==> config.mk <==
export PLATFORM = sky130hd
export DESIGN_NAME = ammo_supply
export DESIGN_NICKNAME = d
export VERILOG_FILES = /design/src/rtl/ammo_supply.sv
export SDC_FILE = /design/constraint.sdc
export NUM_CORES = 1
export LEC_CHECK = 0
export BUFFER_PORTS_ARGS = -buffer_cell sky130_fd_sc_hd__buf_2
export CORE_ASPECT_RATIO = 0.75
export CORE_MARGIN = 1
export CORE_UTILIZATION = 60
export DETAILED_ROUTE_END_ITERATION = 8
export GPL_TIMING_DRIVEN = 0
export PLACE_DENSITY = 0.89
export SETUP_SLACK_MARGIN = 0.3
export SYNTH_ARGS = -nofsm -noshare
export SYNTH_HDL_FRONTEND = slang
export SYNTH_SLANG_ARGS = --single-unit
==> constraint.sdc <==
create_clock -name clk -period 6.4 [get_ports clk]
set_clock_uncertainty 0.2 [all_clocks]
set_input_delay 0.64 -clock clk [delete_from_list [all_inputs] [get_ports clk]]
set_output_delay 0.64 -clock clk [all_outputs]
set_load 0.005 [all_outputs]
==> src/rtl/ammo_supply.sv <==
// rtl/ammo_supply.sv - ammo resupply controller driving the weapon load interface
// Moves rounds in chunks from a finite depot into the weapon; depot restocked via valid/ready.
module ammo_supply #(
   parameter int N          = 9,
   parameter int D          = 12,
   parameter int MAX_AMMO   = 511,
   parameter int CHUNK      = 16,
   parameter int LOW_THRESH = 32,
   parameter int DEPOT_INIT = 2000,
   parameter int COOLDOWN   = 4
) (
   input  logic         clk,
   input  logic         rst,
   input  logic [N-1:0] ammo_level,
   input  logic         fire,
   input  logic         manual_req,
   input  logic         restock_valid,
   input  logic [D-1:0] restock_amount,
   output logic         restock_ready,
   output logic [N-1:0] ammo_out,
   output logic         load_ammo,
   output logic [D-1:0] stock,
   output logic         busy,
   output logic         depleted,
   output logic         xfer_done
);

   localparam int CW = (COOLDOWN > 1) ? $clog2(COOLDOWN) : 1;

   localparam logic [D:0]    L_MAX       = (D+1)'(MAX_AMMO);
   localparam logic [D:0]    L_CHUNK     = (D+1)'(CHUNK);
   localparam logic [D:0]    L_LOW       = (D+1)'(LOW_THRESH);
   localparam logic [D-1:0]  L_INIT      = D'(DEPOT_INIT);
   localparam logic [CW-1:0] L_COOL_LAST = CW'(COOLDOWN - 1);

   typedef enum logic [1:0] {IDLE, XFER, SETTLE, COOL} state_t;

   state_t        r_state;
   state_t        w_state_nxt;
   logic [D-1:0]  r_stock;
   logic [D-1:0]  w_stock_nxt;
   logic [N-1:0]  r_ammo_out;
   logic [N-1:0]  w_ammo_out_nxt;
   logic          r_load;
   logic          w_load_nxt;
   logic          r_done;
   logic          w_done_nxt;
   logic [CW-1:0] r_cool_cnt;
   logic [CW-1:0] w_cool_cnt_nxt;

   logic [D:0]    w_level;
   logic [D:0]    w_room;
   logic [D:0]    w_stock_ext;
   logic [D:0]    w_grant;
   logic [D:0]    w_restock_sum;
   logic          w_grant_zero;
   logic          w_trigger;
   logic          w_cool_last;
   logic          w_accept;

   // Grant math is done one bit wider than the depot so nothing can wrap.
   assign w_level       = (D+1)'(ammo_level);
   assign w_stock_ext   = {1'b0, r_stock};
   assign w_room        = (w_level >= L_MAX) ? '0 : (L_MAX - w_level);
   assign w_restock_sum = w_stock_ext + (D+1)'(restock_amount);

   always_comb begin
      w_grant = L_CHUNK;
      if (w_room < w_grant) begin
         w_grant = w_room;
      end
      if (w_stock_ext < w_grant) begin
         w_grant = w_stock_ext;
      end
   end

   assign w_grant_zero = (w_grant == '0);
   assign w_trigger    = ((w_level < L_LOW) || manual_req) && (r_stock != '0) && (w_level < L_MAX);
   assign w_cool_last  = (r_cool_cnt == L_COOL_LAST);
   assign w_accept     = restock_valid && restock_ready;

   always_ff @(posedge clk) begin
      if (rst) begin
         r_state <= IDLE;
      end else begin
         r_state <= w_state_nxt;
      end
   end

   always_comb begin
      w_state_nxt = r_state;
      case (r_state)
         IDLE: begin
            if (w_trigger) begin
               w_state_nxt = XFER;
            end
         end
         XFER: begin
            if (!fire) begin
               w_state_nxt = w_grant_zero ? COOL : SETTLE;
            end
         end
         SETTLE: begin
            w_state_nxt = XFER;
         end
         COOL: begin
            if (w_cool_last) begin
               w_state_nxt = IDLE;
            end
         end
         default: begin
            w_state_nxt = IDLE;
         end
      endcase
   end

   always_comb begin
      w_load_nxt     = 1'b0;
      w_done_nxt     = 1'b0;
      w_ammo_out_nxt = r_ammo_out;
      w_stock_nxt    = r_stock;
      w_cool_cnt_nxt = '0;
      case (r_state)
         XFER: begin
            if (!fire) begin
               if (!w_grant_zero) begin
                  w_load_nxt     = 1'b1;
                  w_ammo_out_nxt = ammo_level + w_grant[N-1:0];
                  w_stock_nxt    = r_stock - w_grant[D-1:0];
               end else begin
                  w_done_nxt = 1'b1;
               end
            end
         end
         COOL: begin
            w_cool_cnt_nxt = w_cool_last ? '0 : (r_cool_cnt + 1'b1);
         end
         default: begin
         end
      endcase
      // Ready is low in XFER/SETTLE, so an accept never collides with a grant.
      if (w_accept) begin
         w_stock_nxt = w_restock_sum[D] ? '1 : w_restock_sum[D-1:0];
      end
   end

   always_ff @(posedge clk) begin
      if (rst) begin
         r_stock    <= L_INIT;
         r_ammo_out <= '0;
         r_load     <= 1'b0;
         r_done     <= 1'b0;
         r_cool_cnt <= '0;
      end else begin
         r_stock    <= w_stock_nxt;
         r_ammo_out <= w_ammo_out_nxt;
         r_load     <= w_load_nxt;
         r_done     <= w_done_nxt;
         r_cool_cnt <= w_cool_cnt_nxt;
      end
   end

   assign ammo_out      = r_ammo_out;
   assign load_ammo     = r_load;
   assign xfer_done     = r_done;
   assign stock         = r_stock;
   assign depleted      = (r_stock == '0);
   assign busy          = (r_state != IDLE);
   assign restock_ready = (r_state == IDLE) || (r_state == COOL);

endmodule

# == After elaboration in Yosys (flattened, before gate mapping) ==
# Index checks and enable logic that the tools add are counted.
# totals
regBits,27
in_bits,26
out_inout_bits,26
elab_cells,60
# classes
addsub,5
magnitude_cmp,5
eq_ne,9
muxes,15
bitwise_logic,4
reduce_logical,16
# ops
op,n
$mux W12,5
$mux W13,3
$add A12 B12 Y13,1
$logic_not A13 Y1,1
$lt A12 B13 Y1,1
$lt A13 B5 Y1 const B,1
$logic_not A12 Y1,1
$reduce_bool A12 Y1,1
$sub A12 B12 Y12,1
$sub A9 B9 Y10 const A,1
$add A9 B9 Y9,1
$ge A9 B9 Y1 const B,1
$lt A9 B6 Y1 const B,1
$lt A9 B9 Y1 const B,1
$reduce_and A3 Y1,3
$pmux W2 S4,1
$eq A2 B2 Y1 const B,3
$mux W2,3
$ne A2 B2 Y1 const B,3
$reduce_or A3 Y1,2
$ne A2 B1 Y1 const B,2
$not A1 Y1,4
$reduce_bool A2 Y1,2
$logic_and A1 B1 Y1,3
other kinds (5),8

# == Longest topological paths before layout ==
# depth
depth_word,11
mapped_depth,23
ltp_nobuf,21

# == Worst setup path before layout ==
# Ideal clock, no wire load.
# synth_timing
path_kind,input port to flip-flop
from,in ammo_level[6]
to,"reg r_stock[9], in the netlist stock[9]"
setup_time_ns,0.122
arrival_time_ns,4.320
t_required_ns,6.078
setup_slack_ns,1.758
path_stages,21
n_path_buf,2
cell_sequence,nand3_1 or2_2 clkbuf_1 nor2_1 inv_1 ha_1 and4_1 o41a_1 o21ai_2 and2_1 clkbuf_1 o21ai_0 inv_1 ha_1 nor2b_1 o2111ai_1 a31oi_1 a31o_2 o21ai_0 o311ai_1 a221o_1
# synth_between
elab_chain_cells,11
elab_cells_between_ends,15
cone_classes,add/sub (2); order compare (3); eq/ne (1); mux (7); reduce/logical (2)
# synth_lines
element,line,text
start: declaration,14,"input logic [N-1:0] ammo_level,"
$sub A9 B9 Y10 or $ge A9 B9 Y1 (tied branches),64,assign w_room = (w_level >= L_MAX) ? '0 : (L_MAX - w_level);
$mux W13 *,64,
$lt A13 B5 Y1,69,if (w_room < w_grant) begin
$mux W13 *,69,
$lt A12 B13 Y1,72,if (w_stock_ext < w_grant) begin
$mux W13 *,72,
$sub A12 B12 Y12,129,w_stock_nxt = r_stock - w_grant[D-1:0];
$mux W12,126,if (!w_grant_zero) begin
$mux W12,125,if (!fire) begin
$mux W12,123,case (r_state)
$mux W12,142,if (w_accept) begin
end signal: assignment,155,r_stock <= w_stock_nxt;
end: declaration,40,logic [D-1:0] r_stock;
# Mark *: on every way between the ends. The rest lies on a longest branch, timed or not. The select of a mux whose other input is x is not followed.
# A chain may end at the register's enable or synchronous reset.

# == Final worst setup path ==
# layout_timing
from,in ammo_level[6]
to,"reg r_stock[11], in the netlist stock[11]"
# The elaborated chain is that of the path after synthesis.

==> impl_metrics.ini <==
[detailed_routing]
drtIter0Drc = 198
vias = 2913
wire_per_inst_um = 15.1
vias_per_cell = 6.06
drc = 0
firstDrtPassIters = 5
postRouteAntennaNets = 0
drt_wl_total_mm = 7.25

[worst_setup_path]
path_cells = buf_2, nand3_1, or2_2, clkbuf_1, nor2_1, inv_1, ha_1, a21oi_1, o21ai_1, o21ai_2, and2_1, clkbuf_1, o21ai_0, inv_1, ha_1, nor2b_1, o2111ai_1, a31oi_1, a31o_2, nor3b_1, xnor2_1, a221oi_1
critPathKind = in2reg
critPathMaxStageDelay_ns = 0.43
required_ns = 6.39
endpoint_kind = flip-flop
crit_arrival_ns = 5.18
start_kind = input port
cpMaxStageDelayCell = o21ai_0
ff2ff_setup_slack_ns = 1.88
critPathMaxFanout = 9

[die]
core_area_mm2 = 0.00452
initial_core_util_pct = 63.5
rows = 21
dieArea_mm2 = 0.00506
die_h_um = 61.9
die_w_um = 81.8
ios = 52

[pwr]
ir_drop_mv = 0.152
power_density_mw_per_mm2 = 233
p_leak_uw = 0.00147

[finish]
fill_cells = 397
instances_no_fill = 481
area.sequential_um2 = 541
final_nets = 495
n_antenna_cell = 0
syn_to_final_growth_pct = 13.2
multiInputGateArea_mm2 = 0.00215
final_core_util_pct = 71.8
drive_above_1_share_pct = 17.7

[logic_synthesis]
yosys.area.top_type = dfxtp_1
synth_edf_count = 0
synthSimpleGateAreaFrac_pct = 22.6
synth_compound_area_share_pct = 24.9
ys_seq_area_share_pct = 18.8
postSynthAreaPerCell_um2 = 7.81
synthTopCellsByArea = dfxtp_1 19%, ha_1 18%, o21ai_0 5.4%
synthArstFlopShare_pct = 0
ys_types = 64
yosys.area_share.adder_pct = 20.0
yosysWarnings = 0
synthFlopType = dfxtp_1
synth_seq_cells = 27
synth_xor_area_share_pct = 6.41
synth_top_family_by_area = compound AO/OA/AOI/OAI gates
yosysTopAreaCellShare_pct = 18.8
synth_cells = 367
netlist_area_mm2 = 0.00287
synth.area.mux_share_pct = 0.698

[clock_tree]
post_cts_resized = 0
cts_root_buffer = clkbuf_8
holdBufCountCts = 0
h-tree-depth = 1
clock_sinks = 27
clock_latency_ns = 0.29
numCtsBuffers = 3
cts_tree = built
cts_buffer_depth = 2
clk_pin_slew_worst_paths_ns = 0.11
cts_setup_buffers = 0

[global_routing]
antenna_found_initial = 0
first_global_vias = 2491
grt_usage_pct = 29.7
overflow = 0
grt_pass1_wl_mm = 11.4
grt_max_degree = 16

[sta]
setup_viol = 0
fmax_ghz = 0.193
post-route-period-util_pct = 81.0
worst_slew_pin_slew_ns = 0.904
rsz0062_at_grt = false
final.setup.worst_slack_ns = 1.21
fin_crit_ns = 5.19
max_slew_margin_pct = 39.2
drv_slew = 0
hold_violations = 0
tns_ns = 0

[worst_hold_path]
hold_path.class = reg2reg

[flow_run]
drv_cap = 0

[placement]
post-place-ws_ns = 0.991
dp_hpwl_mm = 5.79
placed_cells = 477
port_buffers = 50
place_congestion = 0.905

[status]
outcome = finished, final reports clean
Yosys cell counts, types with 2 or more instances:
cell       count
a22oi_1        2
nor2b_1        9
and2_1         3
xnor2_1       15
nor2_1        32
a221oi_1       3
or2_2          5
or3_1          5
and3_1         6
o21a_1         3
a32o_1         2
fa_1           3
inv_1         33
o2111ai_1      2
o211ai_1       3
a221o_1        3
xor2_1         6
o21ai_2        2
mux2i_1        2
o21ai_0       31
nand3_1        6
buf_2          2
dfxtp_1       27
nor4_1         6
a21o_1         4
nand2_1       25
a211oi_1       6
nand2b_1       3
ha_1          41
clkbuf_1       5
a21oi_1       25
o311ai_0       3
nor3_1         9
and4_1         2
a31oi_1        3
a21oi_2        2
placed cells by master, fill, tap and decap left out, types with 4 or more instances in the layout:
cell / count
a211oi_1: 6
a21o_1: 4
a21oi_1: 25
and3_1: 6
buf_2: 52
clkbuf_1: 5
conb_1: 4
dfxtp_1: 27
ha_1: 41
inv_1: 33
nand2_1: 25
nand3_1: 6
nor2_1: 32
nor2b_1: 9
nor3_1: 9
nor4_1: 6
o21ai_0: 31
or2_2: 5
or3_1: 5
xnor2_1: 15
xor2_1: 6
stage by stage:
stage / hold WS, ns / total power, uW / area [um^2]
final: 0.247 / 757 / 3250
after global routing: 0.260 / 811 / 3250
after CTS: 0.245 / 746 / 3250
after detailed placement: 0.230 / 644 / 3200
after global placement: 0.221 / 626 / 3200
after floorplan: 0.206 / 531 / 2880
final timing paths:
path / from / endpoint / depth (start not counted)
worst max-delay path: ammo_level[6] / stock[11] / 22
worst min-delay path: r_cool_cnt[0] / r_cool_cnt[0] / 1
worst max register to register: stock[6] / stock[11] / 17
worst min register to register: r_cool_cnt[0] / r_cool_cnt[0] / 1
state kept, by name (all words and copies together) (netlist names):
signal and flops:
stock 12, ammo_out 9, xfer_done 1, r_state 2, load_ammo 1, r_cool_cnt 2
power breakdown:
part	internal, uW	total [uW]	leakage [uW]	switching (uW)
combinational	186	420	0.00122	234
clock	43.9	105	0.0000255	60.8
sequential	191	231	0.000221	40.0
total	422	757	0.00147	335
metal layers:
layer  GRT usage, %  share of wire [%]  vias to the layer above
met3           7.74                7.2                        2
met4           3.76               0.29                        0
met2           48.5                 45                      102
met1           40.6                 48                     1365
met5              0                  0                        -
li1               -                  -                     1444
critical path: cells and delay by family:
kind	cells	cell delay [ns]
and+or+nand+nor	6	1.12
AOI/OAI and AO/OA	8	2.03
xor gates and xnor gates	1	0.11
adders and majority gates	2	0.57
buffers and inverters	5	0.70
final cells by class:
class,count,share of cell area [%]
Inverter,33,3.82
Clock buffer,3,1.27
Sequential cell,27,16.6
Multi-Input combinational cell,300,66.3
Tap cell,57,2.20
Clock inverter,1,0.154
Timing Repair Buffer,50,7.71
Buffer,10,1.93
logic make-up (layout without fill, tap and decap cells):
kind of cell / after synthesis / count (layout)
multiplexers: 2 / 2
XOR/XNOR: 21 / 21
AND/OR/NAND/NOR: 121 / 121
AO/OA/AOI/OAI: 108 / 108
other: 1 / 4
flip-flops: 27 / 27
adder cells (fa/ha/maj): 44 / 44
buffers and inverters: 43 / 97
Power figures use the tool's default switching activity.
